File: src/rtl/usr_pkg.sv
// Shared encodings for the universal-shift-register sequencer: ops, datapath selects,
// FSM states and the default shift limit.
package usr_pkg;

    localparam int MAX_SHIFT_DEF = 8;

    typedef enum logic [1:0] {
        OP_LOAD = 2'b00,
        OP_SHR  = 2'b01,
        OP_SHL  = 2'b10,
        OP_ROTR = 2'b11
    } op_e;

    typedef enum logic [1:0] {
        SEL_HOLD = 2'b00,
        SEL_SHR  = 2'b01,
        SEL_SHL  = 2'b10,
        SEL_LOAD = 2'b11
    } sel_e;

    typedef enum logic [1:0] {
        ST_IDLE  = 2'b00,
        ST_LOAD  = 2'b01,
        ST_SHIFT = 2'b10,
        ST_DONE  = 2'b11
    } state_e;

    // Counts above the per-command limit are executed as the limit itself.
    function automatic logic [3:0] clamp_cnt(input logic [3:0] cnt, input int max_cnt);
        if (int'(cnt) > max_cnt) begin
            return 4'(max_cnt);
        end
        return cnt;
    endfunction

endpackage

File: src/rtl/usr8_dp.sv
// 8-bit universal shift register: hold, shift right, shift left, parallel load.
module usr8_dp
    import usr_pkg::*;
(
    input  logic       clk,
    input  logic       rst,
    input  sel_e       select,
    input  logic [7:0] pload,
    input  logic       lftin,
    input  logic       rghtin,
    output logic [7:0] q
);

    always_ff @(posedge clk or posedge rst) begin
        if (rst) begin
            q <= 8'h00;
        end else begin
            unique case (select)
                SEL_HOLD: q <= q;
                SEL_SHR:  q <= {rghtin, q[7:1]};
                SEL_SHL:  q <= {q[6:0], lftin};
                SEL_LOAD: q <= pload;
                default:  q <= q;
            endcase
        end
    end

endmodule

File: src/rtl/usr_seq_ctrl.sv
// Command sequencer driving usr8_dp. Define USR_SEQ_ROT_EN to execute ROTR;
// otherwise ROTR completes as a no-op.
//
// state    | meaning
// ST_IDLE  | waiting for a command, cmd_ready high
// ST_LOAD  | one cycle of parallel load with the latched data
// ST_SHIFT | shifting, one bit per cycle until the count expires
// ST_DONE  | one-cycle done pulse, register holds
module usr_seq_ctrl
    import usr_pkg::*;
#(
    parameter int MAX_SHIFT = MAX_SHIFT_DEF
) (
    input  logic       clk,
    input  logic       rst,
    input  logic       cmd_valid,
    output logic       cmd_ready,
    input  logic [1:0] cmd_op,
    input  logic [7:0] cmd_data,
    input  logic [3:0] cmd_cnt,
    input  logic       sin,
    output logic [7:0] q,
    output logic       sout,
    output logic       busy,
    output logic       done
);

    state_e     state_q, state_d;
    op_e        op_q;
    logic [7:0] data_q;
    logic [3:0] cnt_q;
    logic [3:0] cnt_clamped;
    logic       accept;
    sel_e       sel;
    logic       lftin, rghtin;

    assign cnt_clamped = clamp_cnt(cmd_cnt, MAX_SHIFT);
    assign cmd_ready   = (state_q == ST_IDLE) && !rst;
    assign accept      = cmd_valid && cmd_ready;
    assign busy        = (state_q != ST_IDLE);
    assign done        = (state_q == ST_DONE);

    always_ff @(posedge clk or posedge rst) begin
        if (rst) begin
            state_q <= ST_IDLE;
            op_q    <= OP_LOAD;
            data_q  <= 8'h00;
            cnt_q   <= 4'd0;
        end else begin
            state_q <= state_d;
            if (accept) begin
                op_q   <= op_e'(cmd_op);
                data_q <= cmd_data;
                cnt_q  <= cnt_clamped;
            end else if (state_q == ST_SHIFT) begin
                cnt_q  <= cnt_q - 4'd1;
            end
        end
    end

    always_comb begin
        state_d = state_q;
        sel     = SEL_HOLD;
        lftin   = 1'b0;
        rghtin  = 1'b0;
        sout    = 1'b0;
        unique case (state_q)
            ST_IDLE: begin
                if (accept) begin
                    unique case (op_e'(cmd_op))
                        OP_LOAD: state_d = ST_LOAD;
                        OP_ROTR: begin
`ifdef USR_SEQ_ROT_EN
                            state_d = (cnt_clamped == 4'd0) ? ST_DONE : ST_SHIFT;
`else
                            state_d = ST_DONE;
`endif
                        end
                        default: state_d = (cnt_clamped == 4'd0) ? ST_DONE : ST_SHIFT;
                    endcase
                end
            end
            ST_LOAD: begin
                sel     = SEL_LOAD;
                state_d = ST_DONE;
            end
            ST_SHIFT: begin
                unique case (op_q)
                    OP_SHR: begin
                        sel    = SEL_SHR;
                        rghtin = sin;
                        sout   = q[0];
                    end
                    OP_SHL: begin
                        sel   = SEL_SHL;
                        lftin = sin;
                        sout  = q[7];
                    end
                    OP_ROTR: begin
`ifdef USR_SEQ_ROT_EN
                        sel    = SEL_SHR;
                        rghtin = q[0];
                        sout   = q[0];
`endif
                    end
                    default: sel = SEL_HOLD;
                endcase
                // Terminal count: the cycle that applies the last shift leaves for DONE.
                if (cnt_q <= 4'd1) begin
                    state_d = ST_DONE;
                end
            end
            ST_DONE: state_d = ST_IDLE;
            default: state_d = ST_IDLE;
        endcase
    end

    usr8_dp u_dp (
        .clk    (clk),
        .rst    (rst),
        .select (sel),
        .pload  (data_q),
        .lftin  (lftin),
        .rghtin (rghtin),
        .q      (q)
    );

endmodule

File: config.mk
export PLATFORM = sky130hd
export DESIGN_NAME = usr_seq_ctrl
export DESIGN_NICKNAME = d
export VERILOG_FILES = /design/src/rtl/usr_pkg.sv /design/src/rtl/usr8_dp.sv /design/src/rtl/usr_seq_ctrl.sv
export SDC_FILE = /design/constraint.sdc
export NUM_CORES = 1
export LEC_CHECK = 0
export ABC_AREA = 1
export CAP_MARGIN = 20
export CORE_ASPECT_RATIO = 1.4
export CORE_MARGIN = 3
export CORE_UTILIZATION = 40
export DETAILED_ROUTE_END_ITERATION = 10
export GPL_ROUTABILITY_DRIVEN = 0
export PLACE_DENSITY = 0.76
export REMOVE_ABC_BUFFERS = 1
export SYNTH_ARGS = -nofsm -noshare
export SYNTH_HDL_FRONTEND = slang
export SYNTH_SLANG_ARGS = --single-unit
File: constraint.sdc
create_clock -name clk -period 2.4 [get_ports clk]
set_clock_uncertainty 0.15 [all_clocks]
set_input_delay 0.36 -clock clk [delete_from_list [all_inputs] [get_ports clk]]
set_output_delay 0.36 -clock clk [all_outputs]
set_load 0.005 [all_outputs]
# ---- After elaboration in Yosys (flattened, before gate mapping)
# Index checks and enable logic that the tools add are counted.
dict set report totals {
  inputBits 18
  elab_cells 48
  ff_bits 24
  output_inout_bits 12
}
dict set report op_classes {
  n_eq_ne 11
  order_cmp 2
  mux 19
  reduce_logical 10
  n_addsub 1
}
# cell n
set ops {}
lappend ops {{8-bit one-hot mux with 3 select lines} 1}
lappend ops {{4-bit two-way mux} 4}
lappend ops {{2-bit == test, second input constant} 6}
lappend ops {{2-bit one-hot mux with 2 select lines} 3}
lappend ops {{2-bit one-hot mux with 4 select lines} 1}
lappend ops {{1-bit two-way mux} 7}
lappend ops {{2-bit by 1-bit == test with 1-bit output, second input constant} 3}
lappend ops {{2-bit zero test} 3}
lappend ops {{4-bit greater-than comparator, second input constant} 1}
lappend ops {{4-bit by 1-bit <= comparator with 1-bit output, second input constant} 1}
lappend ops {{4-bit zero test} 1}
lappend ops {{2-bit two-way mux} 2}
lappend ops {{2-bit nonzero test} 2}
lappend ops {{4-bit by 1-bit subtractor with 4-bit output, second input constant} 1}
lappend ops {{1-bit logical AND} 2}
lappend ops {{2-bit by 1-bit != test with 1-bit output, second input constant} 1}
lappend ops {{2-bit != test, second input constant} 1}
lappend ops {{1-bit one-hot mux with 2 select lines} 1}
lappend ops {{2-bit AND reduction} 1}
lappend ops {{1-bit zero test} 1}

# ---- Longest topological paths before layout
dict set report logic_depth {
  depth_word 8
  depth_mapped 11
  ltp_nobuf 9
}

# ---- By module
# A second synthesis with hierarchy kept.
dict set report hier_totals {
  cells_unflattened 204
  area_unflattened_um2 1497.7
}
# module seq_area_each_um2 cells_each area_each_um2 n_inst
set modules_own_cells {}
lappend modules_own_cells {usr_seq_ctrl 400.4 131 985.9 1}
lappend modules_own_cells {usr8_dp 200.2 73 511.7 1}

# ---- Worst setup path before layout
# No wires, ideal clock.
dict set report synth_path {
  path_kind {register to register}
  start {register state_q[0]}
  end {register u_dp.q[1]}
  setup_ps 117
  path_buffers 1
  synth_period_minus_slack_ps 1602
  required_ps 2133
  path_stages_with_launch 9
  arrival_ps 1336
  path_slack_ps 798
  path_cell_list {dfrtp_1 -> inv_1 -> ha_1 -> nand3_2 -> nand2_4 -> buf_8 -> nand3_2 -> nor2_1 -> nor2_1}
}
dict set report synth_between {
  elab_chain_len 4
  word_cells_on_any_way 8
  cone_classes {eq/ne: 5; mux: 2; reduce/logical: 1}
}
# element line
set synth_lines {}
lappend synth_lines {{start, declared} usr_seq_ctrl.sv:28} ;# state_e state_q, state_d;
lappend synth_lines {{start signal, assigned} usr_seq_ctrl.sv:50} ;# state_q <= state_d;
lappend synth_lines {{2-bit == test or 2-bit by 1-bit == test with 1-bit output (tied branches)} usr_seq_ctrl.sv:67} ;# unique case (state_q)
lappend synth_lines {{2-bit one-hot mux with 2 select lines (*)} usr_seq_ctrl.sv:67}
lappend synth_lines {{2-bit == test or 2-bit by 1-bit == test with 1-bit output (tied branches)} usr8_dp.sv:18} ;# unique case (select)
lappend synth_lines {{8-bit one-hot mux with 3 select lines} usr8_dp.sv:18}
lappend synth_lines {{end signal, assigned} usr8_dp.sv:19} ;# SEL_HOLD: q <= q;
lappend synth_lines {{end signal, assigned} usr8_dp.sv:20} ;# SEL_SHR: q <= {rghtin, q[7:1]};
lappend synth_lines {{end signal, assigned} usr8_dp.sv:21} ;# SEL_SHL: q <= {q[6:0], lftin};
lappend synth_lines {{end, declared} usr8_dp.sv:11} ;# output logic [7:0] q
# Mark *: on every way between the ends. The rest lies on a longest branch, timed or not.
# A chain may end at the register's enable or synchronous reset.

# ---- Final worst setup path
dict set report layout_path {
  start {register state_q[0]}
  end {output sout}
}
dict set report layout_between {
  elab_chain_len 2
}
# element line
set layout_lines {}
lappend layout_lines {{2-bit == test} usr_seq_ctrl.sv:67}
lappend layout_lines {{1-bit two-way mux} usr_seq_ctrl.sv:67}
lappend layout_lines {{end, declared} usr_seq_ctrl.sv:23} ;# output logic sout,
# Every way passes these cells.

==> flow_summary.ini <==
[sta]
worstMarginPinSlew_ns = 0.501
slew-limit-headroom_pct = 66.6
rsz0062_at_grt = false
setup_violations = 0
final_hold_viol_count = 0
fmax_mhz = 437
post-route-min-period_ns = 2.29
drv_slew = 0
fin_crit_sh_pct = 95.4
fin_tns_setup_ns = 0

[clock_network]
ctsHtreeMaxLevel = 1
cts_buffers = 3
cts.clk_slew.worst_paths_ns = 0.08
clockRootBuffer = clkbuf_8
clock-sinks = 24
cts_tree = done
cts.path.max_buffers = 2
worstSkewPairLatency_ns = 0.26

[route]
dr.max_layer_used = met4
drtAntennaViolNets = 0
wl_met3_um = 61
num_vias = 1345
drc = 0
wl_mm = 3.14
wl_met2_mm = 1.74
wl_per_cell_um = 11.2
met1Wirelength_mm = 1.30
drt_first_pass_iters = 4
drtIter0Drc = 32
viasPerCell = 4.80

[synthesis]
avgSynthCellArea_um2 = 7.42
netlist_instances = 207
synth_seq_cells = 24
yosysWarnings = 0
yosysUniqueCellTypes = 25
synth_area_um2 = 1540
seq_area_frac_synth_pct = 39.1

[floorplanning]
die_y_um = 79.3
placementRows = 26
pin_count = 30
die_w_um = 58.4
initial_utilization_pct = 41.8
core_um2 = 3680
dieArea_um2 = 4630

[global_routing]
grt_pass1_vias = 1320
grt.total_usage_pct = 14.9
globalRouteOverflowTotal = 0
grt_pass1_wl_mm = 5.54
antenna_found_initial = 0
grt_max_degree = 25

[final_layout]
drive_gt1_share_pct = 8.82
n_antenna_cell = 0
areaGrowthSynthToFinish_pct = 23.9
fin_nets = 269

[pwr]
p_leak_nw = 0.943
powerDensity_nw_per_um2 = 1210
power_w = 0.00229
peakVddDrop_uv = 638

[critical_path]
worstPathMaxFanout = 4
start_kind = register
end_kind = output pin
cp.arrival_ns = 1.78
worstPathRequired_ns = 1.89
path_class = register to output pin

[worst_hold_path]
min_path_type = register to register

[outcome]
status = finished clean

[flow_run]
maxCapViolations = 0

[placement]
hpwlAfterDp_mm = 2.50
port_buffers = 29
[flip-flops by register name (all words and copies together) (netlist names)]
register	count
cnt_q	4
data_q	8
op_q	2
state_q	2
u_dp.q	8
[report_power, final]
| part | leakage [nW] | switching [W] | internal (W) |
|---|---|---|---|
| clock | 0.0216 | 0.000115 | 0.000112 |
| sequential | 0.286 | 0.000167 | 0.000609 |
| combinational | 0.636 | 0.000717 | 0.000575 |
| total | 0.943 | 0.000998 | 0.00130 |
[through the flow]
step                      utilization, %  hold WS, ns  area, µm²  instances  worst slack, ns
after global routing                51.8        0.367       1900        280          0.00478
final                               51.8        0.339       1900        280            0.110
after global placement              50.4        0.314       1850        276            0.400
after floorplan                        -       0.0965       1490        202            0.708
after CTS                           51.5        0.339       1890        279           0.0754
after detailed placement            50.4        0.316       1850        276            0.368
[metal layers]
layer	up-vias	GRT usage (%)
met4	0	4.18
met2	19	27.6
met1	624	17.6
met3	4	1.46
met5	-	0
li1	698	-
[final timing paths]
kind	cells past startpoint	end	startpoint	slack [ns]
min	2	data_q[2]$_DFFE_PP0P_	data_q[2]$_DFFE_PP0P_	0.34
min reg2reg	2	data_q[2]$_DFFE_PP0P_	data_q[2]$_DFFE_PP0P_	0.34
max in group asynchronous	3	u_dp.q[5]$_DFFE_PP0P_	rst	1.50
max	5	sout	state_q[0]$_DFFE_PP0P_	0.11
max reg2reg	9	u_dp.q[6]$_DFFE_PP0P_	state_q[1]$_DFFE_PP0P_	0.51
min in group asynchronous	3	state_q[0]$_DFFE_PP0P_	rst	0.36
[worst max-delay path, stage by stage (launching register included)]
cell and delay, ns:
dfrtp_1 0.42, inv_1 0.11, ha_1 0.17, inv_1 0.06, a211oi_1 0.22, clkdlybuf4s50_1 0.54
[repair_timing]
| item | in CTS | in global routing |
|---|---|---|
| setup endpoints to repair | 0 | 1 |
| resized for setup | 0 | 1 |
| setup buffers | 0 | 1 |
| hold buffers | 0 | 0 |
[placed cells by master, fill, tap and decap left out, types with 2 or more instances in the layout]
master / instances
nand2_1: 58
nor2_1: 36
clkdlybuf4s50_1: 29
inv_1: 28
dfrtp_1: 24
nand3_1: 17
ha_1: 10
o21ai_0: 5
nand3_2: 4
buf_4: 4
clkbuf_8: 3
inv_2: 2
o21ai_1: 2
xor2_1: 2
a21oi_1: 2
nand2_2: 2
o211ai_1: 2
[cell type report]
type / instances / area [µm²]
Fill cell: 374 / 1770
Multi-Input combinational cell: 147 / 769
Sequential cell: 24 / 601
Timing Repair Buffer: 33 / 320
Inverter: 31 / 119
Tap cell: 42 / 52.6
Clock buffer: 3 / 41.3
[cells in the mapped netlist (all sizes together)]
cell type  number  share of area [%]
a211oi          1               0.49
a21oi           3                1.2
buf             5                3.3
dfrtp          24                 39
ha             11                9.0
inv            31                7.7
nand2          61                 16
nand3          21                8.1
nor2           37                9.5
o211ai          2               0.98
o21ai           8                3.3
o22ai           1               0.41
xor2            2                1.1
[cells by family after synthesis]
family / share of synthesized area [%]
xor gates and xnor gates: 1.14
and+or+nand+nor: 33.4
adders and majority gates: 8.96
DFF: 39.1
buffers and inverters: 11.0
AOI/OAI and AO/OA: 6.43
(Power assumes the default switching activity.)
